**src/rtl/seq_restoring_div_if.sv**
```systemverilog
// Start/done handshake and operand/result bundle for the sequential restoring divider.
// The controller side uses the master modport and the divider uses the slave modport.
interface seq_restoring_div_if #(
    parameter int WIDTH = 8
) ();
    logic             start;
    logic [WIDTH-1:0] dividend;
    logic [WIDTH-1:0] divisor;
    logic             busy;
    logic             done;
    logic [WIDTH-1:0] quotient;
    logic [WIDTH-1:0] remainder;
    logic             div_by_zero;

    modport master (
        output start,
        output dividend,
        output divisor,
        input  busy,
        input  done,
        input  quotient,
        input  remainder,
        input  div_by_zero
    );

    modport slave (
        input  start,
        input  dividend,
        input  divisor,
        output busy,
        output done,
        output quotient,
        output remainder,
        output div_by_zero
    );
endinterface

```
**src/rtl/seq_restoring_div.sv**
```systemverilog
// Multi-cycle unsigned restoring divider: one quotient bit per clock, MSB first.
// The dividend shift register doubles as the quotient register: each iteration
// shifts the next dividend bit out of the top and the new quotient bit in at the
// bottom, so after WIDTH iterations it holds the complete quotient.
// A zero divisor makes a single pass through CALC so that both the normal and the
// divide-by-zero results are committed by the same completion edge.
module seq_restoring_div #(
    parameter int WIDTH = 8
) (
    input  logic                clk,
    input  logic                rst,
    seq_restoring_div_if.slave  bus
);

    localparam int CNT_W = (WIDTH > 2) ? $clog2(WIDTH) : 1;

    typedef enum logic [1:0] {
        S_IDLE = 2'd0,
        S_CALC = 2'd1,
        S_DONE = 2'd2
    } state_t;

    state_t state_q;
    state_t state_d;

    // Captured operands and iteration state
    logic [WIDTH-1:0] shift_q;      // remaining dividend bits (top) / quotient bits (bottom)
    logic [WIDTH-1:0] divisor_q;
    logic             zero_q;       // captured divisor was zero
    logic [WIDTH:0]   rem_q;        // partial remainder, WIDTH+1 bits
    logic [CNT_W-1:0] cnt_q;

    // Committed results
    logic [WIDTH-1:0] quotient_q;
    logic [WIDTH-1:0] remainder_q;
    logic             dbz_q;

    // Restoring step signals
    logic [WIDTH:0]   rem_shift;
    logic [WIDTH:0]   rem_next;
    logic             q_bit;
    logic             last_iter;
    logic             accept;

    // FSM outputs
    logic             busy_o;
    logic             done_o;

    // A start is accepted in IDLE and in DONE (back-to-back operation)
    assign accept    = bus.start && ((state_q == S_IDLE) || (state_q == S_DONE));
    assign last_iter = zero_q || (cnt_q == CNT_W'(WIDTH - 1));

    // One restoring iteration: shift in the next dividend bit, trial-subtract the divisor
    always_comb begin
        rem_shift = {rem_q[WIDTH-1:0], shift_q[WIDTH-1]};
        q_bit     = (rem_shift >= {1'b0, divisor_q});
        rem_next  = q_bit ? (rem_shift - {1'b0, divisor_q}) : rem_shift;
    end

    // FSM state register
    always_ff @(posedge clk or posedge rst) begin
        if (rst) begin
            state_q <= S_IDLE;
        end else begin
            state_q <= state_d;
        end
    end

    // FSM next-state logic
    always_comb begin
        state_d = state_q;
        case (state_q)
            S_IDLE: begin
                if (accept) begin
                    state_d = S_CALC;
                end
            end
            S_CALC: begin
                if (last_iter) begin
                    state_d = S_DONE;
                end
            end
            S_DONE: begin
                state_d = accept ? S_CALC : S_IDLE;
            end
            default: begin
                state_d = S_IDLE;
            end
        endcase
    end

    // FSM outputs: busy while iterating, done for the single cycle in DONE
    always_comb begin
        busy_o = 1'b0;
        done_o = 1'b0;
        case (state_q)
            S_CALC:  busy_o = 1'b1;
            S_DONE:  done_o = 1'b1;
            default: begin
                busy_o = 1'b0;
                done_o = 1'b0;
            end
        endcase
    end

    // Operand capture and per-cycle iteration of the restoring algorithm
    always_ff @(posedge clk or posedge rst) begin
        if (rst) begin
            shift_q   <= '0;
            divisor_q <= '0;
            zero_q    <= 1'b0;
            rem_q     <= '0;
            cnt_q     <= '0;
        end else if (accept) begin
            shift_q   <= bus.dividend;
            divisor_q <= bus.divisor;
            zero_q    <= (bus.divisor == '0);
            rem_q     <= '0;
            cnt_q     <= '0;
        end else if ((state_q == S_CALC) && !zero_q) begin
            shift_q   <= {shift_q[WIDTH-2:0], q_bit};
            rem_q     <= rem_next;
            cnt_q     <= cnt_q + CNT_W'(1);
        end
    end

    // Result registers change only on the completion edge
    always_ff @(posedge clk or posedge rst) begin
        if (rst) begin
            quotient_q  <= '0;
            remainder_q <= '0;
            dbz_q       <= 1'b0;
        end else if ((state_q == S_CALC) && last_iter) begin
            if (zero_q) begin
                quotient_q  <= '1;
                remainder_q <= shift_q;
                dbz_q       <= 1'b1;
            end else begin
                quotient_q  <= {shift_q[WIDTH-2:0], q_bit};
                remainder_q <= rem_next[WIDTH-1:0];
                dbz_q       <= 1'b0;
            end
        end
    end

    assign bus.busy        = busy_o;
    assign bus.done        = done_o;
    assign bus.quotient    = quotient_q;
    assign bus.remainder   = remainder_q;
    assign bus.div_by_zero = dbz_q;

endmodule
```
**src/flat_wrapper.sv**
```systemverilog
// flat-port wrapper written by rule: the top's interface ports become plain ports
module seq_restoring_div_flat 
#(
    parameter int WIDTH = 8
)
  (clk, rst, bus_start, bus_dividend, bus_divisor, bus_busy, bus_done, bus_quotient, bus_remainder, bus_div_by_zero);
  seq_restoring_div_if #(.WIDTH(WIDTH)) bus_i ();
  input  logic clk;
  input  logic rst;
  input wire logic [$bits(bus_i.start)-1:0] bus_start;
  input wire logic [$bits(bus_i.dividend)-1:0] bus_dividend;
  input wire logic [$bits(bus_i.divisor)-1:0] bus_divisor;
  output wire logic [$bits(bus_i.busy)-1:0] bus_busy;
  output wire logic [$bits(bus_i.done)-1:0] bus_done;
  output wire logic [$bits(bus_i.quotient)-1:0] bus_quotient;
  output wire logic [$bits(bus_i.remainder)-1:0] bus_remainder;
  output wire logic [$bits(bus_i.div_by_zero)-1:0] bus_div_by_zero;
  assign bus_i.start = bus_start;
  assign bus_i.dividend = bus_dividend;
  assign bus_i.divisor = bus_divisor;
  assign bus_busy = bus_i.busy;
  assign bus_done = bus_i.done;
  assign bus_quotient = bus_i.quotient;
  assign bus_remainder = bus_i.remainder;
  assign bus_div_by_zero = bus_i.div_by_zero;
  seq_restoring_div #(.WIDTH(WIDTH)) u_core (.clk(clk), .rst(rst), .bus(bus_i));
endmodule
```
**config.mk**
```make
export PLATFORM = sky130hd
export DESIGN_NAME = seq_restoring_div_flat
export DESIGN_NICKNAME = d
export VERILOG_FILES = /design/src/rtl/seq_restoring_div_if.sv /design/src/rtl/seq_restoring_div.sv /design/src/flat_wrapper.sv
export SDC_FILE = /design/constraint.sdc
export NUM_CORES = 1
export LEC_CHECK = 0
export BUFFER_PORTS_ARGS = -buffer_cell sky130_fd_sc_hd__buf_4
export CORE_MARGIN = 8
export CORE_UTILIZATION = 55
export CTS_CLUSTER_DIAMETER = 40
export CTS_CLUSTER_SIZE = 28
export DETAILED_ROUTE_END_ITERATION = 12
export PLACE_DENSITY = 0.77
export SLEW_MARGIN = 30
export SYNTH_ARGS = -nofsm -noshare
export SYNTH_HDL_FRONTEND = slang
export SYNTH_SLANG_ARGS = --single-unit
```
**constraint.sdc**
```tcl
create_clock -name clk -period 5.54 [get_ports clk]
set_input_delay 0.831 -clock clk [delete_from_list [all_inputs] [get_ports clk]]
set_output_delay 0.831 -clock clk [all_outputs]
set_load 0.02 [all_outputs]
```
==> metrics.txt, run 1 <==
outcome=finished, final reports clean; share of the synthesized area in the top cell type=0.456; Worst EP arrival=2.62 ns; post-CTS setup buffer count=0; hold depth=2; Worst EP required=about 5.7 ns; Hold Path Class=flop to flop; max-slew violation count=0; area of the die=7140 sq um; worst r2r path cells=6; Routed Antenna Nets=0; Worst Path Max Fanout=16; mux contribution to synthesized area=0; Worst setup SP type=flop; Root Buffer=clkbuf_8; DRT iter0 DRCs=134; worst-case clock buffer depth=2; Tot GR Track Use=0.182; main combinational cell family by area after synthesis=simple AND/OR/NAND/NOR gates; Synth async-reset ratio=1.00; yosys warns=0; VDD IR-drop max=0.000314 V; pre-CTS WS=3.17 ns; routed vias=between 2,000 and 2,500; FMAX=0.415 GHz; Initial Util=0.557; pwr/cell area=slightly above 700 nW/um^2; I/O pins=38; clock latency on the worst-skew pair=0.31 ns; Rows=25; Syn Std Cell Area=2580 sq um; Tmin final=between 2 and 2.5 ns; Syn Nets=312; core area=4630 sq um; Area growth syn-to-layout=15.3%; MaxCap Viol Count=0; Post-Synthesis Cells=~280; Final GP Congestion=0.853; Yosys reg bits=47; count leader, synth=dfrtp_1; final worst slack=3.13 ns; Pre-antenna DRT Iters=4; XOR/XNOR Fraction of Synth Area=0.0102; cts hold-fix bufs=0; Setup Skew=0.00451 ns; die width=roughly 84 um; post-synthesis sequential area ratio=0.456; vias in the first global route=2,096; critical path type=flop to flop; largest net degree at the start of global routing=48; DP HPWL=around 4500 um; CTS Buf Count=5; simple-gate share of the synthesized area=0.221; # nets final=341; Fin Setup TNS=0 ns; CTS Sinks=47; routed vias/inst=between 6 and 7; Worst Tran Pin Value=0.933 ns; leak pwr=1.40 nW; Critical Path Sink Type=flop; Final Hold Fails=0; area leader, netlist=dfrtp_1; CTS tree=built; synthesized-area fraction occupied by adder cells=0.0563; synth top area cells=dfrtp_1, nand2_1, ha_1; relative slew slack=0.375; fin crit share=0.435; PortBufs=37; DR DRC count=0; RSZ-0062 raised after global routing=false; share of layout cells above drive strength 1=0.208; global-route wire length before repair=10,600 um; library cells used by synthesis=45; GRT overflow=0; Final setup viols=0; Die Ht=84.5 um; post-CTS sizing=0; most frequent cells after synthesis=dfrtp_1, nand2_1, o21ai_0, nand3_1, a21oi_1; initial antenna violation count=0; clock-pin transition on the worst setup and hold timing paths=0.09 ns; EDFF count, synth=0; complex-gate fraction of the synthesized area=0.204; Routed WL=6260 um; WL/cell=17.1 um; Antenna Cells=0; Top FF cell, synth=dfrtp_1; H-tree depth=2; Syn Area/Cell=9.14 sq um
[path summary, 6_finish.rpt]
path	startpoint	end	slack, ns
setup reg to reg	u_core.rem_q[5]	u_core.bus.remainder[2]	3.13
hold reg to reg	u_core.bus.quotient[2]	u_core.bus.quotient[2]	0.47
max in group asynchronous	rst	u_core.shift_q[4]	4.56
hold / removal	u_core.bus.quotient[2]	u_core.bus.quotient[2]	0.47
setup / recovery	u_core.rem_q[5]	u_core.bus.remainder[2]	3.13
min in group asynchronous	rst	u_core.bus.remainder[5]	0.58
[critical path: stages (launching register included)]
cell and delay [ns]:
dfrtp_1 0.44, ha_1 0.39, a21oi_2 0.18, nor2b_1 0.07
nor3_2 0.70, a21oi_1 0.22, o31ai_1 0.30
[area by class of cell]
type	instances	area, sq um
Multi-Input combinational cell	206	1270
Clock inverter	2	38.8
Clock buffer	6	82.6
Inverter	13	51.3
Sequential cell	47	1180
Fill cell	391	1660
Tap cell	54	67.6
Timing Repair Buffer	38	285
[state kept, by name (all words and copies together) (netlist names)]
signal	cells
u_core.zero_q	1
u_core.shift_q	8
u_core.cnt_q	3
u_core.divisor_q	8
u_core.state_q	2
u_core.rem_q	8
u_core.bus.remainder	8
u_core.bus.quotient	8
u_core.bus.div_by_zero	1
[power breakdown]
| group | internal [mW] | switching [mW] | total [mW] |
|---|---|---|---|
| Clock | 0.149 | 0.124 | 0.273 |
| Combinational | 0.481 | 0.748 | 1.23 |
| Sequential | 0.516 | 0.126 | 0.642 |
| Total | 1.15 | 0.998 | 2.14 |
[through the flow]
stage	util	hold slack, ns	instances	area [sq um]	total power, mW
2_1_floorplan	-	0.452	282	2580	1.56
3_3_place_gp	0.615	0.451	358	2850	1.82
3_5_place_dp	0.615	0.457	358	2850	1.86
4_1_cts	0.641	0.477	366	2970	2.14
5_1_grt	0.642	0.510	366	2970	2.32
6_report	0.642	0.471	366	2970	2.14
[placed cells by master, fill, tap and decap left out, types with 3 or more instances in the layout]
master,Yosys,layout
ha_1,10,10
a31oi_1,8,8
buf_4,3,38
nand2_1,46,46
o2111ai_1,3,3
clkbuf_8,0,6
nor2b_1,4,3
nor2_1,9,9
nand2b_1,5,4
a21oi_2,4,4
nand3_1,17,17
and3_1,9,9
o21ai_0,20,20
dfrtp_1,47,47
inv_1,12,11
nand4_1,10,10
a21oi_1,16,16
o22a_1,4,4
o31ai_1,3,3
or3_1,3,3
o211ai_1,3,3
[metal layers]
metal | vias up | share of wire | GRT usage
li1 | 1074 | - | -
met5 | - | 0 | 0
met3 | 7 | 0.067 | 0.0517
met2 | 66 | 0.46 | 0.269
met1 | 1053 | 0.46 | 0.248
met4 | 0 | 0.011 | 0.0647
[cell families after synthesis]
logic type                 count (synthesis)
and+or+nand+nor                          114
AOI/OAI and AO/OA                         78
DFF                                       47
buffers and inverters                     29
adders and majority gates                 11
xor gates and xnor gates                   3
Power figures use the tool's default switching activity.
==> run 2, diff against run 1 <==
--- a/config.mk
+++ b/config.mk
@@ -7,11 +7,11 @@
 export LEC_CHECK = 0
 export BUFFER_PORTS_ARGS = -buffer_cell sky130_fd_sc_hd__buf_4
 export CORE_MARGIN = 8
-export CORE_UTILIZATION = 55
+export CORE_UTILIZATION = 51
 export CTS_CLUSTER_DIAMETER = 40
 export CTS_CLUSTER_SIZE = 28
 export DETAILED_ROUTE_END_ITERATION = 12
-export PLACE_DENSITY = 0.77
+export PLACE_DENSITY = 0.75
 export SLEW_MARGIN = 30
 export SYNTH_ARGS = -nofsm -noshare
 export SYNTH_HDL_FRONTEND = slang
==> constraint.sdc (replaced) <==
create_clock -name clk -period 1.95 [get_ports clk]
set_input_delay 0.2925 -clock clk [delete_from_list [all_inputs] [get_ports clk]]
set_output_delay 0.2925 -clock clk [all_outputs]
set_load 0.02 [all_outputs]
==> run 2 against run 1 <==
Against the previous run: maximum frequency is 27% higher; critical endpoint is now u_core.bus.remainder[4]; power rose to 3.1 times the previous value; register-to-register slack worse by 3.1 ns; via count grew 5.5%; non-clock buffer count increased by 28; count of clock-buffer cells in the layout decreased by 1; sequential power rose to 2.8 times the previous value; clock power up 110%.
==> metrics.txt, run 2 (same netlist as run 1, synthesis figures left out) <==
outcome=finished, final reports clean (unchanged); pre-CTS WS=-0.0175 ns (was 3.17 ns); WL/cell=15.8 um (was 17.1 um); core area=4980 sq um (was 4630 sq um); most frequent cells in the layout=buf_4, dfrtp_1, nand2_1, o21ai_0 (was dfrtp_1, nand2_1, buf_4, o21ai_0, nand3_1); Die Ht=87.1 um (was 84.5 um); switch share=0.457 (was 0.466); Routed Antenna Nets=0 (unchanged); I/O pins=38 (unchanged); Final GP Congestion=0.875 (was 0.853); # nets final=369 (was 341); Antenna Cells=0 (unchanged); relative slew slack=0.607 (was 0.375); MaxCap Viol Count=0 (unchanged); GRT overflow=0 (unchanged); initial antenna violation count=0 (unchanged); clock latency on the worst-skew pair=0.30 ns (was 0.31 ns); Cell Area, Placed=3070 sq um (was 2850 sq um); leak pwr=1.52 nW (was 1.40 nW); Routed WL=6480 um (was 6260 um); critical path type=flop to flop (unchanged); Final Hold Fails=0 (unchanged); max-slew violation count=0 (unchanged); final worst slack=0.0529 ns (was 3.13 ns); Sw Pwr=3.01 mW (was 0.998 mW); CTS Buf Count=5 (unchanged); Worst setup SP type=flop (unchanged); worst-case clock buffer depth=2 (unchanged); Worst EP required=2.19 ns (was 5.74 ns); DR DRC count=0 (unchanged); Setup Skew=0.00460 ns (was 0.00451 ns); RSZ-0062 raised after global routing=true (was false); Power Internal=3.58 mW (was 1.15 mW); Worst Path Max Fanout=11 (was 16); Hold Path Class=primary input to async pin (was flop to flop); H-tree depth=2 (unchanged); Worst Tran Pin Value=0.590 ns (was 0.933 ns); Rows=26 (was 25); Final setup viols=0 (unchanged); Pre-antenna DRT Iters=4 (unchanged); clock-pin transition on the worst setup and hold timing paths=0.08 ns (was 0.09 ns); Tmin final=1.90 ns (was 2.41 ns); placed insts=401 (was 358); die width=87.1 um (was 84.5 um); Flop pwr share=0.275 (was 0.300); total power=6.59 mW (was 2.14 mW); fin crit share=0.973 (was 0.435); final instance area=3230 sq um (was 2970 sq um); routed vias=2,321 (was 2,200); FMAX=0.527 GHz (was 0.415 GHz); share of layout cells above drive strength 1=0.298 (was 0.208); routed vias/inst=5.67 (was 6.01); Tot GR Track Use=0.177 (was 0.182); Initial Util=0.518 (was 0.557); VDD IR-drop max=0.00119 V (was 0.000314 V); pwr/cell area=2040 nW/um^2 (was 721 nW/um^2); most common cell after layout, fill and taps aside=buf_4 (was dfrtp_1); largest net degree at the start of global routing=48 (unchanged); Hold WS=0.132 ns (was 0.471 ns); global-route wire length before repair=10,600 um (about the same); Root Buffer=clkbuf_8 (unchanged); cts hold-fix bufs=0 (unchanged); DP HPWL=4840 um (was 4520 um); DRT iter0 DRCs=185 (was 134); Post-Layout Cell Count=409 (was 366); vias in the first global route=2,165 (was 2,096); Critical Path Sink Type=flop (unchanged); PortBufs=37 (unchanged); Gate power share=0.639 (was 0.573); Area growth syn-to-layout=25.1% (was 15.3%); CTS Sinks=47 (unchanged); area of the die=7590 sq um (was 7140 sq um); CTS tree=built (unchanged); clock power share=0.087 (was 0.127); Worst EP arrival=2.14 ns (was 2.62 ns)
==> run 2: stage by stage <==
| step | TNS, ns | util |
|---|---|---|
| global route | -0.0779 | 0.648 |
| CTS | -0.00581 | 0.637 |
| global placement | 0 | 0.617 |
| floorplan | 0 | - |
| finish | 0 | 0.648 |
| detailed placement | -0.0474 | 0.617 |
==> run 2: power groups by stage <==
stage	registers, mW	logic (mW)	clock network, mW
6_report	1.81	4.21	0.570
5_1_grt	1.86	4.63	0.623
4_1_cts	1.80	3.97	0.587
3_5_place_dp	1.81	3.91	0
3_3_place_gp	1.80	3.83	0
2_1_floorplan	1.95	2.48	0
==> run 2: cell type report <==
type | instances | area (sq um)
timing repair buffer | 66 | 499
clock buffer | 5 | 68.8
inverter | 13 | 48.8
sequential | 47 | 1180
tap | 70 | 87.6
fill | 442 | 1750
multi-input combinational | 206 | 1330
clock inverter | 2 | 13.8
==> run 2: path summary, 6_finish.rpt <==
path                                        start                       to  slack, ns  depth (start not counted)
max                               u_core.rem_q[4]  u_core.bus.remainder[4]       0.05                          7
min                                           rst          u_core.rem_q[7]       0.13                          3
max reg2reg                       u_core.rem_q[4]  u_core.bus.remainder[4]       0.05                          7
min reg2reg                u_core.bus.quotient[1]   u_core.bus.quotient[1]       0.47                          2
max in group asynchronous                     rst        u_core.state_q[1]       1.41                          3
min in group clk                   bus_divisor[0]      u_core.divisor_q[0]       0.19                          3
==> run 2: what timing repair did <==
action	CTS	global route
gates resized for setup	4	13
pin swaps	2	7
setup endpoints to repair	4	14
buffers inserted	0	1
==> run 2: critical path, cell delays in order, from the launching register on <==
cell	delay (ns)
dfrtp_1	0.45
ha_1	0.33
nand3_1	0.16
a21oi_2	0.25
a21oi_4	0.08
buf_4	0.18
a211o_1	0.32
nand3_2	0.06
==> run 2: layer usage <==
metal  GRT usage  part of all wire  up-vias
met2       0.276              0.47       81
met5           0                 0        -
met1       0.237              0.45     1100
li1            -                 -     1133
met4      0.0469             0.012        0
met3      0.0425             0.073        7
==> run 3, diff against run 2 <==
--- a/config.mk
+++ b/config.mk
@@ -12,6 +12,7 @@
 export CTS_CLUSTER_SIZE = 28
 export DETAILED_ROUTE_END_ITERATION = 12
 export PLACE_DENSITY = 0.75
+export RECOVER_POWER = 25
 export SLEW_MARGIN = 30
 export SYNTH_ARGS = -nofsm -noshare
 export SYNTH_HDL_FRONTEND = slang
==> run 3 against run 2 <==
Against the previous run: cell count unchanged; register-to-register slack about the same; clock power about the same; non-clock buffer count unchanged; highest routed layer unchanged.
==> metrics.txt, run 3 (same netlist as run 1, synthesis figures left out) <==
# nets final=369 (unchanged); CTS tree=built (unchanged); clock-pin transition on the worst setup and hold timing paths=0.08 ns (about the same); area of the die=7590 sq um (unchanged); Cell Area, Placed=3070 sq um (unchanged); WL/cell=15.8 um (about the same); Worst EP required=2.19 ns (about the same); critical path type=flop to flop (unchanged); Initial Util=0.518 (unchanged); Worst Tran Pin Value=1.14 ns (was 0.590 ns); Final GP Congestion=0.875 (unchanged); routed vias/inst=5.67 (unchanged); Post-Layout Cell Count=409 (unchanged); most common cell after layout, fill and taps aside=buf_4 (unchanged); max-slew violation count=0 (unchanged); largest net degree at the start of global routing=48 (unchanged); DR DRC count=0 (unchanged); DP HPWL=4840 um (unchanged); Tmin final=1.90 ns (unchanged); Tot GR Track Use=0.177 (unchanged); DRT iter0 DRCs=185 (unchanged); Worst setup SP type=flop (unchanged); Hold Path Class=primary input to flop (was primary input to async pin); CTS Sinks=47 (unchanged); final instance area=3220 sq um (was 3230 sq um); final worst slack=0.0529 ns (unchanged); HP Start=bus_divisor[0]; Slowest cell on crit path=dfrtp_1 (unchanged); relative slew slack=0.239 (was 0.607); die width=87.1 um (unchanged); vias in the first global route=2,165 (unchanged); PortBufs=37 (unchanged); placed insts=401 (unchanged); Power Internal=3.58 mW (about the same); Final setup viols=0 (unchanged); global-route wire length before repair=10,600 um (unchanged); pwr/cell area=2040 nW/um^2 (about the same); CP max stage delay=0.45 ns (about the same); Worst Path Buf+Inv=1 (unchanged); FMAX=0.527 GHz (unchanged); leak pwr=1.52 nW (about the same); Fin Setup TNS=0 ns (unchanged); Worst Path Max Fanout=11 (unchanged); Setup Skew=0.00460 ns (unchanged); Critical Path Sink Type=flop (unchanged); switch share=0.457 (about the same); fin crit share=0.973 (unchanged); worst-case clock buffer depth=2 (unchanged); initial antenna violation count=0 (unchanged); Area growth syn-to-layout=25.0% (was 25.1%); Sw Pwr=3.01 mW (about the same); GRT overflow=0 (unchanged); Flop pwr share=0.275 (about the same); share of layout cells above drive strength 1=0.295 (was 0.298); Final Hold Fails=0 (unchanged); CTS Buf Count=5 (unchanged); Critical R2R Launch=u_core.rem_q[4] (unchanged); core area=4980 sq um (unchanged); Critical Path Start=u_core.rem_q[4] (unchanged); number of filler cells placed in the layout=443 (was 442); Antenna Cells=0 (unchanged); Worst EP arrival=2.14 ns (about the same); final core occ=0.648 (about the same); routed vias=2,321 (unchanged); most frequent cells in the layout=buf_4, dfrtp_1, nand2_1, o21ai_0 (unchanged); Pre-antenna DRT Iters=4 (unchanged); pre-CTS WS=-0.0175 ns (unchanged); Gate power share=0.639 (about the same); RSZ-0062 raised after global routing=true (unchanged); CP Cell Sequence=ha_1 > nand3_1 > a21oi_2 > a21oi_4 > buf_4 > a211o_1 > nand3_2 (unchanged); Routed Antenna Nets=0 (unchanged); Routed WL=6470 um (was 6480 um); H-tree depth=2 (unchanged); VDD IR-drop max=0.00119 V (about the same); clock power share=0.087 (about the same); Die Ht=87.1 um (unchanged); delay-heaviest family, CP=compound AO/OA/AOI/OAI gates (unchanged); total power=6.59 mW (about the same); Hold WS=0.187 ns (was 0.132 ns); Root Buffer=clkbuf_8 (unchanged); outcome=finished, final reports clean (unchanged); MaxCap Viol Count=0 (unchanged); clock latency on the worst-skew pair=0.30 ns (about the same); I/O pins=38 (unchanged); Rows=26 (unchanged)
run 3: changes by cell type in the layout (fill, tap and decap cells not counted):
cell      delta
inv_2        -1
clkbuf_4     +1
buf_4        -2
clkbuf_2     +1
inv_1        +1
run 3: path summary, 6_finish.rpt:
check                                           to  depth (start not counted)  slack [ns]
min in group asynchronous          u_core.rem_q[7]                          3        0.36
hold / removal                 u_core.divisor_q[0]                          3        0.19
setup reg to reg           u_core.bus.remainder[4]                          7        0.05
setup / recovery           u_core.bus.remainder[4]                          7        0.05
hold reg to reg             u_core.bus.quotient[1]                          2        0.47
max in group asynchronous      u_core.divisor_q[1]                          3        0.89
run 3: per-layer routing:
| metal | share of wire | up-vias | GRT usage |
|---|---|---|---|
| met5 | 0 | - | 0 |
| li1 | - | 1133 | - |
| met4 | 0.012 | 0 | 0.0469 |
| met3 | 0.072 | 7 | 0.0425 |
| met1 | 0.45 | 1100 | 0.237 |
| met2 | 0.47 | 81 | 0.276 |
run 3: worst reg2reg max path: cells and delay by family, from the launching register on:
| family | cells | cell delay [ns] |
|---|---|---|
| AOI/OAI and AO/OA | 3 | 0.65 |
| and+or+nand+nor | 2 | 0.23 |
| adders and majority gates | 1 | 0.33 |
| DFF | 1 | 0.45 |
| buffers and inverters | 1 | 0.19 |
run 3: cell type report:
type / count / area [sq um] / share of cell area
Inverter: 13 / 48.8 / 0.0151
Multi-Input combinational cell: 206 / 1330 / 0.413
Clock buffer: 5 / 68.8 / 0.0213
Timing Repair Buffer: 66 / 497 / 0.154
Tap cell: 70 / 87.6 / 0.0272
Clock inverter: 2 / 13.8 / 0.00427
Sequential cell: 47 / 1180 / 0.365
run 3: what timing repair did:
action                     4_1_cts  5_1_grt
buffers inserted                 0        1
pin swaps                        2        7
hold buffers                     0        0
gates resized for setup          4       13
setup endpoints to repair        4       14
run 3: power by group through the flow:
stage	clock network, mW	logic (mW)	registers (mW)
global placement	0	3.83	1.80
finish	0.570	4.21	1.81
detailed placement	0	3.91	1.81
floorplan	0	2.48	1.95
global route	0.623	4.63	1.86
CTS	0.587	3.97	1.80
